[src/rtl/alu_funct_pkg.sv]
// alu_funct_pkg: funct codes, bus width and sequencer state encoding shared by the ALU issue path.
package alu_funct_pkg;
    localparam int FUNCT_W = 6;
    localparam logic [FUNCT_W-1:0] F_AND  = 6'b100100;
    localparam logic [FUNCT_W-1:0] F_OR   = 6'b100101;
    localparam logic [FUNCT_W-1:0] F_ADD  = 6'b100000;
    localparam logic [FUNCT_W-1:0] F_SUB  = 6'b100010;
    localparam logic [FUNCT_W-1:0] F_SLT  = 6'b101010;
    localparam logic [FUNCT_W-1:0] F_SLL  = 6'b000000;
    localparam logic [FUNCT_W-1:0] F_MFHI = 6'b010000;
    localparam logic [FUNCT_W-1:0] F_MFLO = 6'b010010;
    localparam logic [FUNCT_W-1:0] F_DIVU = 6'b011011;
    localparam logic [FUNCT_W-1:0] F_OUT  = 6'b111111;
    localparam logic [FUNCT_W-1:0] F_NOP  = 6'b111110;
    localparam logic [1:0] S_IDLE    = 2'd0;
    localparam logic [1:0] S_EXEC    = 2'd1;
    localparam logic [1:0] S_DIV_RUN = 2'd2;
    localparam logic [1:0] S_DIV_WB  = 2'd3;
endpackage

[src/rtl/alu_op_sequencer_if.sv]
// alu_op_sequencer_if: op request handshake plus the shared control bus and status pulses.
interface alu_op_sequencer_if;
    import alu_funct_pkg::*;
    logic               op_valid;
    logic [FUNCT_W-1:0] op_funct;
    logic               op_ready;
    logic [FUNCT_W-1:0] ctrl_funct;
    logic               div_start;
    logic               hilo_we;
    logic               res_valid;
    logic               op_err;
    logic               busy;
    modport master (
        output op_valid, op_funct,
        input  op_ready, ctrl_funct, div_start, hilo_we, res_valid, op_err, busy
    );
    modport slave (
        input  op_valid, op_funct,
        output op_ready, ctrl_funct, div_start, hilo_we, res_valid, op_err, busy
    );
endinterface

[src/rtl/alu_funct_decode.sv]
// alu_funct_decode: classifies a requested funct code as single-cycle, divide or illegal.
module alu_funct_decode
    import alu_funct_pkg::*;
(
    input  logic [FUNCT_W-1:0] funct,
    output logic               is_single,
    output logic               is_div,
    output logic               is_illegal
);
    // OUT and NOP are internal bus codes, so they fall through to illegal here.
    assign is_single  = funct inside {F_AND, F_OR, F_ADD, F_SUB, F_SLT, F_SLL, F_MFHI, F_MFLO};
    assign is_div     = funct == F_DIVU;
    assign is_illegal = !(is_single || is_div);
endmodule

[src/rtl/alu_op_sequencer.sv]
// alu_op_sequencer: issues one funct per handshake onto the control bus and sequences
// the multicycle DIVU followed by its HiLo write-back cycle.
module alu_op_sequencer
    import alu_funct_pkg::*;
#(
    parameter int DIV_CYCLES = 32
) (
    input logic               clk,
    input logic               rst,
    alu_op_sequencer_if.slave bus
);
    localparam int CW = $clog2(DIV_CYCLES + 1);
    logic [1:0]         state, state_d;
    logic [CW-1:0]      cnt, cnt_d;
    logic [FUNCT_W-1:0] ctrl_d;
    logic               ds_d, we_d, rv_d, err_d;
    logic               is_single, is_div, is_illegal;
    logic               accept;
    alu_funct_decode u_dec (
        .funct      (bus.op_funct),
        .is_single  (is_single),
        .is_div     (is_div),
        .is_illegal (is_illegal)
    );
    assign bus.op_ready = (state == S_IDLE) || (state == S_EXEC);
    assign accept       = bus.op_valid && bus.op_ready;
    // DIV_WB and an idle request both fall through to the IDLE/NOP defaults.
    always_comb begin
        state_d = S_IDLE;
        cnt_d   = '0;
        ctrl_d  = F_NOP;
        ds_d    = 1'b0;
        we_d    = 1'b0;
        rv_d    = 1'b0;
        err_d   = 1'b0;
        if (state == S_DIV_RUN) begin
            if (cnt == CW'(DIV_CYCLES)) begin
                state_d = S_DIV_WB;
                cnt_d   = cnt;
                ctrl_d  = F_OUT;
                we_d    = 1'b1;
                rv_d    = 1'b1;
            end else begin
                state_d = S_DIV_RUN;
                cnt_d   = cnt + CW'(1);
                ctrl_d  = F_DIVU;
            end
        end else if (accept) begin
            if (is_div) begin
                state_d = S_DIV_RUN;
                cnt_d   = CW'(1);
                ctrl_d  = F_DIVU;
                ds_d    = 1'b1;
            end else if (is_single) begin
                state_d = S_EXEC;
                ctrl_d  = bus.op_funct;
                rv_d    = 1'b1;
            end else if (is_illegal) begin
                err_d   = 1'b1;
            end
        end
    end
    always_ff @(posedge clk) begin
        if (rst) begin
            state          <= S_IDLE;
            cnt            <= '0;
            bus.ctrl_funct <= F_NOP;
            bus.div_start  <= 1'b0;
            bus.hilo_we    <= 1'b0;
            bus.res_valid  <= 1'b0;
            bus.op_err     <= 1'b0;
            bus.busy       <= 1'b0;
        end else begin
            state          <= state_d;
            cnt            <= cnt_d;
            bus.ctrl_funct <= ctrl_d;
            bus.div_start  <= ds_d;
            bus.hilo_we    <= we_d;
            bus.res_valid  <= rv_d;
            bus.op_err     <= err_d;
            bus.busy       <= state_d != S_IDLE;
        end
    end
endmodule

[src/flat_wrapper.sv]
// flat-port wrapper written by rule: the top's interface ports become plain ports
module alu_op_sequencer_flat import alu_funct_pkg::*;
#(
    parameter int DIV_CYCLES = 32
)
  (clk, rst, bus_op_valid, bus_op_funct, bus_op_ready, bus_ctrl_funct, bus_div_start, bus_hilo_we, bus_res_valid, bus_op_err, bus_busy);
  alu_op_sequencer_if bus_i ();
  input logic clk;
  input logic rst;
  input wire logic [$bits(bus_i.op_valid)-1:0] bus_op_valid;
  input wire logic [$bits(bus_i.op_funct)-1:0] bus_op_funct;
  output wire logic [$bits(bus_i.op_ready)-1:0] bus_op_ready;
  output wire logic [$bits(bus_i.ctrl_funct)-1:0] bus_ctrl_funct;
  output wire logic [$bits(bus_i.div_start)-1:0] bus_div_start;
  output wire logic [$bits(bus_i.hilo_we)-1:0] bus_hilo_we;
  output wire logic [$bits(bus_i.res_valid)-1:0] bus_res_valid;
  output wire logic [$bits(bus_i.op_err)-1:0] bus_op_err;
  output wire logic [$bits(bus_i.busy)-1:0] bus_busy;
  assign bus_i.op_valid = bus_op_valid;
  assign bus_i.op_funct = bus_op_funct;
  assign bus_op_ready = bus_i.op_ready;
  assign bus_ctrl_funct = bus_i.ctrl_funct;
  assign bus_div_start = bus_i.div_start;
  assign bus_hilo_we = bus_i.hilo_we;
  assign bus_res_valid = bus_i.res_valid;
  assign bus_op_err = bus_i.op_err;
  assign bus_busy = bus_i.busy;
  alu_op_sequencer #(.DIV_CYCLES(DIV_CYCLES)) u_core (.clk(clk), .rst(rst), .bus(bus_i));
endmodule
[config.mk]
export PLATFORM = sky130hd
export DESIGN_NAME = alu_op_sequencer_flat
export DESIGN_NICKNAME = d
export VERILOG_FILES = /design/src/rtl/alu_funct_pkg.sv /design/src/rtl/alu_op_sequencer_if.sv /design/src/rtl/alu_funct_decode.sv /design/src/rtl/alu_op_sequencer.sv /design/src/flat_wrapper.sv
export SDC_FILE = /design/constraint.sdc
export NUM_CORES = 1
export LEC_CHECK = 0
export CORE_MARGIN = 8
export CORE_UTILIZATION = 50
export CTS_CLUSTER_DIAMETER = 80
export DETAILED_ROUTE_END_ITERATION = 7
export DONT_BUFFER_PORTS = 1
export SETUP_SLACK_MARGIN = 0.4
export SYNTH_ARGS = -nofsm -noshare
export SYNTH_HDL_FRONTEND = slang
export SYNTH_SLANG_ARGS = --single-unit
[constraint.sdc]
create_clock -name clk -period 2.3 [get_ports clk]
set_input_delay 0.23 -clock clk [delete_from_list [all_inputs] [get_ports clk]]
set_output_delay 0.23 -clock clk [all_outputs]
set_load 0.05 [all_outputs]
After elaboration in Yosys (flattened, before gate mapping)
Index checks and enable logic that the tools add are counted.
Operators by class
  $mul: 0
  equal/unequal tests: 12
  $lt $le $gt $ge: 0
  reduce and logical (&&, ||, !) cells: 10
  bitwise operators: 2
  multiplexer cells: 21
  shift operators: 0
  div/mod/pow operators: 0
  $add $sub $neg: 1
Operator list (number)
  6-bit 2-to-1 mux: 8
  6-bit equality test, second input constant: 6
  6-bit by 5-bit equality test with 1-bit output, second input constant: 3
  1-bit 2-to-1 mux: 10
  8-bit nonzero test: 1
  6-bit by 1-bit adder with 6-bit output, second input constant: 1
  6-bit zero test: 1
  2-bit 2-to-1 mux: 3
  5-bit OR reduction: 1
  3-bit OR reduction: 1
  2-bit by 1-bit equality test with 1-bit output, second input constant: 1
  2-bit equality test, second input constant: 1
  2-bit zero test: 1
  1-bit logical OR: 2
  2-bit inequality test, second input constant: 1
  1-bit NOT: 2
  2-bit nonzero test: 1
  2-bit OR reduction: 1
  1-bit logical AND: 1
Word-level totals
  RAM bits: 0
  bits in registers: 19
  memories kept: 0
  ROM bits: 0
  latch bits: 0

Logic depth before layout (Yosys ltp)
  word-level depth: 7
  depth in mapped cells: 6
  mapped depth without buffers: 6

By module
Synthesis repeated with hierarchy kept, for this count alone.
Second synthesis, totals
  cell total of the unflattened synthesis: 96
  area total of the unflattened synthesis: 843.3 um^2
By module, submodules not included
  alu_op_sequencer: instances 1, sequential area each 360.3 um^2, area each 721.9 um^2, cells each 78
  alu_funct_decode: instances 1, sequential area each 0.0 um^2, area each 121.4 um^2, cells each 18

Worst setup path after synthesis
OpenSTA, ideal clock, no wires.
  path kind: input to register
  start: in bus_op_funct[5]
  end: reg u_core.bus.ctrl_funct[3]
  stages on the path: 4
  path slack: 814 ps
  library setup time: 120 ps
  arrival: 1366 ps
  path buffers: 0
  data required time: 2180 ps
  cells stage by stage: mux2_1 or4_4 a21o_1 or2_1
Between the ends
  longest elaborated chain between the ends: 6
  elaborated cells on any way between the ends: 14
  classes of those cells: eq/ne (8); mux (4); reduce/logical (2)
RTL lines
  start, declared: line flat_wrapper.sv:11  | input wire logic [$bits(bus_i.op_funct)-1:0] bus_op_funct;
  6-bit equality test, or another cell as far along: line alu_funct_decode.sv:11  | assign is_single = funct inside {F_AND, F_OR, F_ADD, F_SUB, F_SLT, F_SLL, F_MFHI, F_MFLO};
  8-bit nonzero test: line alu_funct_decode.sv:11
  6-bit 2-to-1 mux: line alu_op_sequencer.sv:54  | end else if (is_single) begin
  6-bit 2-to-1 mux (*): line alu_op_sequencer.sv:49  | if (is_div) begin
  6-bit 2-to-1 mux (*): line alu_op_sequencer.sv:48  | end else if (accept) begin
  6-bit 2-to-1 mux (*): line alu_op_sequencer.sv:36  | if (state == S_DIV_RUN) begin
  end signal, assigned: line alu_op_sequencer.sv:76  | bus.ctrl_funct <= ctrl_d;
  end, declared: line alu_op_sequencer_if.sv:19  | output op_ready, ctrl_funct, div_start, hilo_we, res_valid, op_err, busy
Mark *: on every way between the ends. The rest lies on a longest branch, timed or not.
A chain may end at the register's enable or synchronous reset.

Final worst setup path
  start: reg u_core.cnt[0]
  end: reg u_core.cnt[1]
Between the ends
  longest elaborated chain between the ends: 3
  elaborated cells on any way between the ends: 5
  classes of those cells: add/sub (1); eq/ne (2); mux (2)
RTL lines
  start, declared: line alu_op_sequencer.sv:14  | logic [CW-1:0] cnt, cnt_d;
  start signal, assigned: line alu_op_sequencer.sv:75  | cnt <= cnt_d;
  6-bit by 1-bit adder with 6-bit output: line alu_op_sequencer.sv:45  | cnt_d = cnt + CW'(1);
  6-bit 2-to-1 mux: line alu_op_sequencer.sv:37  | if (cnt == CW'(DIV_CYCLES)) begin
  6-bit 2-to-1 mux: line alu_op_sequencer.sv:36
Parallel ways exist; a longest one is shown, timed or not. The select of a mux whose other input is x is not followed.

==> metrics <==
outcome=finished, final reports clean; Port Buffers=0; Site Rows=13; Sink Count=18; CTS tree=built; mapped cell area=709 um^2; IO Count=21; Critical Path RT=2.48 ns; GPL Wtd Cong=0.826; hpwl dp=1000 um; Max-Slew Margin vs Limit=67.5%; FFs w/ async S/R, synth=0%; most frequent cell on the critical path=nor2_1; Setup Skew=0.00278 ns; PD cells=685 nW/um^2; Placement Setup Slack=0.750 ns; vias=490; Critical Path AT=1.59 ns; largest net degree at the start of global routing=11; initial antenna violation count=0; most frequent cells in the layout=dfxtp_1 (18), nor2_1 (8), inv_1 (6), nand3_1 (5), o21ai_0 (4); Crit. End Element=flop; synthesized net count=84; area of the die=2880 um^2; setup TNS=0 ns; clock period minus worst slack=1.41 ns; most common cell after layout, fill and taps aside=dfxtp_1; WL/cell=14.1 um; cts bufs inserted=3; Hold-fix buffers, CTS=1; Post-synth EDFFs=0; synth warn=0; n_diodes=0; Post-CTS Resized=0; kind of critical path=flop to flop; Post-CTS Setup Bufs=0; family with the most delay on the worst path=simple AND/OR/NAND/NOR gates; leakage power=0.290 nW; Max IR drop VDD=370 uV; total wire length=1340 um; syn_area_per_cell=9.72 um^2; Primary FF master, synth=dfxtp_1; Largest stage delay, worst path=0.34 ns; layout net count=92; first-pass GRT wire length=2010 um; total power=0.541 mW; Final Worst Setup Slack=0.893 ns; worst hold path class=input port to flop; cells after synthesis=73; initial core utilization=53.8%; Clock Pin Slew Worst Setup and Hold Paths=0.10 ns; FF/Latch Area=360 um^2; worst-path fanout max=5; Seq cells post-synth=18; drt pass-1 iters=4; Clock Latency Late Sink=0.29 ns; Max Slew Vio Count=0; cell breakdown of the critical path=inv_1 -> ha_1 -> nand4bb_1 -> nor2_1 -> mux2i_1 -> nor2_1; register area share after synthesis=50.8%; drt first-iter violations=8; Area growth, synth to finish=11.3%; Final Hold Vio Count=0; Worst Path Buf+Inv=1; post-route core utilization=59.9%; crit share post-route=61.2%; area occupied by multi-input gates=327 um^2; RSZ-0062 raised after global routing=false; Longest Clk Path Bufs=2; drc violations=0; final global-route overflow total=0; Core ar.=1320 um^2; max_cap viols=0; crit path max-delay cell type=dfxtp_1; layout cell share with drive strength beyond 1=8.75%; CTS root buf=clkbuf_4; Synth cell types=28; htree depth=1; Final ANT Viol Nets=0; GRT Resource Usage Total=9.75%; number of global-route vias before repair=472; fmax=711 MHz; Filler Cell Count=122; Die X=53.7 um; Via density=5.16; Final setup viols=0; Worst Setup Start Kind=flop; Slew @ Worst Pin=0.487 ns; Die Y=53.7 um
metal layers:
layer / vias to the layer above / GRT usage (%) / routed length [um]
li1: 263 / - / -
met1: 207 / 10.6 / 609
met2: 16 / 13.9 / 516
met3: 4 / 6.06 / 184
met4: 0 / 6.30 / 24
met5: - / 0 / 0
synth_stat cells (2+ instances only):
cell type	instances	area (um^2)
dfxtp_1	18	360
nor2_1	8	30.0
inv_1	6	22.5
nand3_1	5	25.0
o21ai_0	4	20.0
nor2b_1	3	18.8
nor3_1	3	15.0
ha_1	2	25.0
nand2_1	2	7.51
or2_1	2	12.5
xnor2_1	2	17.5
xor2_1	2	17.5
registers in the layout, summed over array words and instances (netlist names):
signal                 count
u_core.bus.busy            1
u_core.bus.ctrl_funct      6
u_core.bus.div_start       1
u_core.bus.hilo_we         1
u_core.bus.op_err          1
u_core.bus.res_valid       1
u_core.cnt                 6
u_core.state               1
power by group:
| group | internal [mW] | switching [mW] | total [mW] |
|---|---|---|---|
| Clock | 0.0964 | 0.0944 | 0.191 |
| Combinational | 0.00990 | 0.00965 | 0.0196 |
| Sequential | 0.316 | 0.0144 | 0.330 |
area by class of cell:
cell class,count,area share [%]
Clock buffer,4,4.60
Inverter,6,2.85
Multi-Input combinational cell,49,41.4
Sequential cell,18,45.6
Tap cell,15,2.38
Timing Repair Buffer,3,3.17
logic make-up (layout without fill, tap and decap cells):
group / after synthesis / in the layout / synth area share [%]
xor+xnor: 4 / 4 / 4.94
buf+inv: 6 / 13 / 3.17
simple gates: 31 / 31 / 25.2
mux: 2 / 2 / 3.00
fa+ha+maj: 2 / 2 / 3.53
compound gates: 10 / 10 / 9.35
flops: 18 / 18 / 50.8
through the flow:
step,instances,cell area [um^2],hold slack [ns]
after floorplan,73,709,0.302
final,95,790,0.0413
after global routing,95,790,0.0307
after global placement,90,743,0.312
after CTS,95,790,0.0409
after detailed placement,90,743,0.310
worst paths after layout:
kind / slack [ns] / cells past startpoint / endpoint / from
max: 0.89 / 6 / u_core.cnt[1] / u_core.cnt[0]
min: 0.04 / 1 / u_core.bus.ctrl_funct[1] / bus_op_funct[1]
max reg2reg: 0.89 / 6 / u_core.cnt[1] / u_core.cnt[0]
min reg2reg: 0.54 / 2 / u_core.cnt[0] / u_core.cnt[0]
Note: power is estimated with default switching activity, not from simulation.
